===== config.mk =====
export PLATFORM = sky130hd
export DESIGN_NAME = fbw_stream_loader
export DESIGN_NICKNAME = d
export VERILOG_FILES = /design/src/rtl/fbw_stream_loader.sv
export SDC_FILE = /design/constraint.sdc
export NUM_CORES = 1
export LEC_CHECK = 0
export BUFFER_PORTS_ARGS = -buffer_cell sky130_fd_sc_hd__buf_4
export CAP_MARGIN = 20
export CORE_MARGIN = 3
export CORE_UTILIZATION = 43
export DETAILED_ROUTE_END_ITERATION = 10
export PLACE_DENSITY = 0.7
export SYNTH_ARGS = -nofsm -noshare
export SYNTH_HDL_FRONTEND = slang
export SYNTH_SLANG_ARGS = --single-unit

===== constraint.sdc =====
create_clock -name clk -period 1.76 [get_ports clk]
set_input_delay 0.352 -clock clk [delete_from_list [all_inputs] [get_ports clk]]
set_output_delay 0.352 -clock clk [all_outputs]
set_load 0.02 [all_outputs]

===== src/rtl/fbw_stream_loader.sv =====
// Byte-stream to hub75 frame-buffer write bridge: pairs bytes into 16-bit pixels,
// fills and commits one row at a time, then requests a frame swap.
module fbw_stream_loader #(
   parameter int N_ROWS     = 64,
   parameter int N_COLS     = 64,
   parameter int BITDEPTH   = 16,
   localparam int LOG_N_ROWS = $clog2(N_ROWS),
   localparam int LOG_N_COLS = $clog2(N_COLS)
) (
   input  logic                  clk,
   input  logic                  rst,
   input  logic                  start,
   output logic                  busy,
   output logic                  done,
   input  logic [7:0]            s_data,
   input  logic                  s_valid,
   output logic                  s_ready,
   output logic [LOG_N_ROWS-1:0] fbw_row_addr,
   output logic                  fbw_row_store,
   input  logic                  fbw_row_rdy,
   output logic                  fbw_row_swap,
   output logic [BITDEPTH-1:0]   fbw_data,
   output logic [LOG_N_COLS-1:0] fbw_col_addr,
   output logic                  fbw_wren,
   output logic                  frame_swap,
   input  logic                  frame_rdy
);

   localparam logic [LOG_N_ROWS-1:0] ROW_LAST = LOG_N_ROWS'(N_ROWS - 1);
   localparam logic [LOG_N_COLS-1:0] COL_LAST = LOG_N_COLS'(N_COLS - 1);

   typedef enum logic [2:0] {
      S_IDLE,
      S_LOAD,
      S_STORE_WAIT,
      S_FRAME_SWAP,
      S_FRAME_WAIT
   } state_t;

   state_t                r_state;
   state_t                w_state_nxt;
   logic                  r_busy;
   logic                  r_phase;
   logic [7:0]            r_lo;
   logic [LOG_N_COLS-1:0] r_col;
   logic [LOG_N_ROWS-1:0] r_row;
   logic                  r_wren;
   logic [BITDEPTH-1:0]   r_data;
   logic [LOG_N_COLS-1:0] r_col_addr;
   logic                  r_store;
   logic [LOG_N_ROWS-1:0] r_row_addr;
   logic                  r_fswap;

   logic w_sready;
   logic w_start_ok;
   logic w_accept;
   logic w_commit;
   logic w_done;

   always_ff @(posedge clk) begin
      if (rst) r_state <= S_IDLE;
      else     r_state <= w_state_nxt;
   end

   // Store waits for the last pixel write to drain; frame_rdy is ignored on the swap-pulse cycle.
   always_comb begin
      w_state_nxt = r_state;
      w_sready    = 1'b0;
      w_start_ok  = 1'b0;
      w_commit    = 1'b0;
      w_done      = 1'b0;
      case (r_state)
         S_IDLE: begin
            if (start) begin
               w_start_ok  = 1'b1;
               w_state_nxt = S_LOAD;
            end
         end
         S_LOAD: begin
            w_sready = 1'b1;
            if (s_valid && r_phase && (r_col == COL_LAST)) w_state_nxt = S_STORE_WAIT;
         end
         S_STORE_WAIT: begin
            if (fbw_row_rdy && !r_wren) begin
               w_commit    = 1'b1;
               w_state_nxt = (r_row == ROW_LAST) ? S_FRAME_SWAP : S_LOAD;
            end
         end
         S_FRAME_SWAP: w_state_nxt = S_FRAME_WAIT;
         S_FRAME_WAIT: begin
            if (frame_rdy && !r_fswap) begin
               w_done      = 1'b1;
               w_state_nxt = S_IDLE;
            end
         end
         default: w_state_nxt = S_IDLE;
      endcase
   end

   assign w_accept = w_sready & s_valid;

   always_ff @(posedge clk) begin
      if (rst) begin
         r_busy     <= 1'b0;
         r_phase    <= 1'b0;
         r_lo       <= '0;
         r_col      <= '0;
         r_row      <= '0;
         r_wren     <= 1'b0;
         r_data     <= '0;
         r_col_addr <= '0;
         r_store    <= 1'b0;
         r_row_addr <= '0;
         r_fswap    <= 1'b0;
      end else begin
         r_wren  <= 1'b0;
         r_store <= 1'b0;
         r_fswap <= 1'b0;
         if (w_start_ok) begin
            r_busy  <= 1'b1;
            r_row   <= '0;
            r_col   <= '0;
            r_phase <= 1'b0;
         end
         if (w_done) r_busy <= 1'b0;
         if (w_accept) begin
            if (!r_phase) begin
               r_lo    <= s_data;
               r_phase <= 1'b1;
            end else begin
               r_phase    <= 1'b0;
               r_wren     <= 1'b1;
               r_data     <= {s_data, r_lo};
               r_col_addr <= r_col;
               r_col      <= r_col + 1'b1;
            end
         end
         // Row counter saturates at the last row; the next start rewinds it.
         if (w_commit) begin
            r_store    <= 1'b1;
            r_row_addr <= r_row;
            r_col      <= '0;
            if (r_row != ROW_LAST) r_row <= r_row + 1'b1;
         end
         if (r_state == S_FRAME_SWAP) r_fswap <= 1'b1;
      end
   end

   assign busy          = r_busy;
   assign done          = w_done;
   assign s_ready       = w_sready;
   assign fbw_wren      = r_wren;
   assign fbw_data      = r_data;
   assign fbw_col_addr  = r_col_addr;
   assign fbw_row_store = r_store;
   assign fbw_row_swap  = r_store;
   assign fbw_row_addr  = r_row_addr;
   assign frame_swap    = r_fswap;

endmodule


==> run metrics <==
Post-Place Worst Slack=0.0770 ns; Mean Syn Cell Area=8.49 µm²; Overall Global Routing Usage=16.6%; met2 Use GR=24.0%; Die W=78.5 µm; Post-synth EDFFs=0; Max IR drop VDD=0.309 mV; Syn Nets=282; clock sinks=56; Setup Fix Bufs, Post-CTS=0; CTS Hold Buffers Added=0; Clock Skews=0.0155 ns; first-pass GRT wire length=8150 µm; # IOs=49; GPL Wtd Cong=0.817; pwr/cell area=757 mW/mm²; GRT overflow=0; Leak=1.09 nW; DR DRC count=0; layout cell share with drive strength beyond 1=26.9%; vias in the first global route=1734; final number of setup-violating endpoints=0; vias per inst=5.03; Power Total=2.17 mW; placed instance count=379; Worst Tran Pin Value=0.448 ns; Multi-input gate area=0.00104 mm²; standard-cell rows=25; met1 Use GR=23.5%; HP Class=in -> reg; fmax=590 MHz; status=finished clean; final worst path period need=1.70 ns; CTS tree=done; CP Capture Type=output pin; FF/Latch Area=0.00113 mm²; Wirelength per Cell=12.5 µm; die area=0.00616 mm²; Initial Util=46.0%; Routed WL=4850 µm; Final Hold Viols=0; Finished Layout Cells=387; worst skew pair latency=0.31 ns; number of buffers created by CTS=5; Seq/Total Area, Yosys=49.6%; H-tree levels=2; Die Ht=78.5 µm; Tcrit/Tclk final=96.4%; Final nets=335; PnR worst setup slack=0.0638 ns; Netlist cell types=42; Synth Instances=266; Most Crowded Layer GR=met2; Critical Path RT=1.41 ns; drt pass-1 iters=4; pin count of the biggest net entering global routing=44; DRT iter0 DRCs=93; maximum root-to-sink buffer count=2; via count=1948; initial antenna violation count=0; CTS root buffer=clkbuf_8; RSZ-0062 raised after global routing=no; synth warn=0; Routed Antenna Nets=0; final setup TNS=0 ns; crit path DAT=1.34 ns; grt met3 use=4.24%; Final Slew Violations=0; Area growth syn-to-layout=26.6%; Cell Area, Synth=0.00226 mm²; Max-Slew Margin vs Limit=70.2%; critical path class=reg -> out; Synth async-reset ratio=0%; main flop type after synthesis=dfxtp_1; crit-path max FO=8; total core area=0.00491 mm²; antenna cell count=0; clock transition at the registers of the reported paths=0.11 ns; Post-DP HPWL=3470 µm; filler cell count=451; Max Cap Violations=0; Worst setup SP type=flip-flop; synthesized flop and latch total=56; I/O Buffers=48
[metrics by stage]
stage	utilization [%]	hold WS (ns)	instance area [µm²]
2_1_floorplan	-	0.431	2260
3_3_place_gp	56.1	0.443	2760
3_5_place_dp	56.1	0.446	2760
4_1_cts	58.1	0.269	2850
5_1_grt	58.3	0.271	2860
6_report	58.3	0.279	2860
[cell type report]
cell class                 instances  share of cell area (%)
clock buffer                       5                    2.40
clock inverter                     3                   0.918
inverter                           5                   0.656
multi-input combinational        186                    36.2
sequential                        56                    39.4
tap                               67                    2.93
timing repair buffer              65                    17.5
[Yosys cell counts (3+ instances only)]
cell type / count / area (µm²)
nor3_1: 7 / 35.0
nand3_1: 8 / 40.0
mux2i_1: 8 / 80.1
a21oi_1: 34 / 170
xnor2_1: 4 / 35.0
o21ai_0: 3 / 15.0
nor2_1: 16 / 60.1
buf_2: 5 / 25.0
buf_4: 3 / 22.5
dfxtp_1: 56 / 1120
inv_1: 4 / 15.0
a211oi_1: 3 / 22.5
nor4_1: 4 / 25.0
nand2_1: 64 / 240
clkbuf_1: 11 / 41.3
[power breakdown]
part           internal, mW  switching [mW]
clock                 0.291           0.433
combinational        0.0666          0.0813
sequential             1.28          0.0122
[worst max-delay path: stages, from the launching register on]
cell and delay (ns):
dfxtp_4 0.39, or3b_4 0.41, inv_2 0.09, buf_4 0.14
[cell usage in the layout, fill, tap and decap left out, drive strengths merged, types with 2 or more instances in the layout]
cell type and instances:
a211oi 3, a21oi 34, a31oi 2, and3 2
buf 65, clkbuf 5, clkinv 2, dfxtp 56
ha 2, inv 6, mux2i 8, nand2 64
nand3 9, nand3b 2, nor2 17, nor3 7
nor4 6, o211ai 2, o21a 2, o21ai 3
o311ai 2, o31a 2, or2 2, xnor2 4
[kinds of logic after synthesis]
family / Yosys count / share of synthesized area (%)
DFF: 56 / 49.6
and+or+nand+nor: 120 / 26.0
muxes: 8 / 3.54
buffers and inverters: 24 / 4.76
adders and majority gates: 2 / 1.11
xor gates and xnor gates: 4 / 1.55
AOI/OAI and AO/OA: 52 / 13.4
[final timing paths]
path                             startpoint     endpoint  slack [ns]  cells after the start
worst max-delay path             r_state[0]      s_ready        0.06                      3
worst min register to register  fbw_data[4]  fbw_data[4]        0.46                      2
worst max register to register   r_state[0]     r_col[2]        0.13                      4
worst min-delay path              s_data[2]      r_lo[2]        0.28                      3
[timing repair]
action / in CTS / in global routing
setup endpoints to repair: 1 / 4
gates resized for setup: 2 / 5
endpoints found under the hold margin: 0 / 0
cloned: 0 / 0
[flip-flops by register name (all words and copies together) (netlist names)]
name	cells
busy	1
fbw_col_addr	6
fbw_data	16
fbw_row_addr	6
fbw_row_store	1
fbw_wren	1
frame_swap	1
r_col	6
r_lo	8
r_phase	1
r_row	6
r_state	3
[metal layers]
layer | part of all wire, % | wire, µm | vias to the layer above
li1 | - | - | 1016
met1 | 51 | 2480 | 893
met2 | 44 | 2140 | 35
met3 | 3.7 | 180 | 4
met4 | 1.1 | 52 | 0
met5 | 0 | 0 | -
No activity file was read; power rests on OpenSTA's default activity.
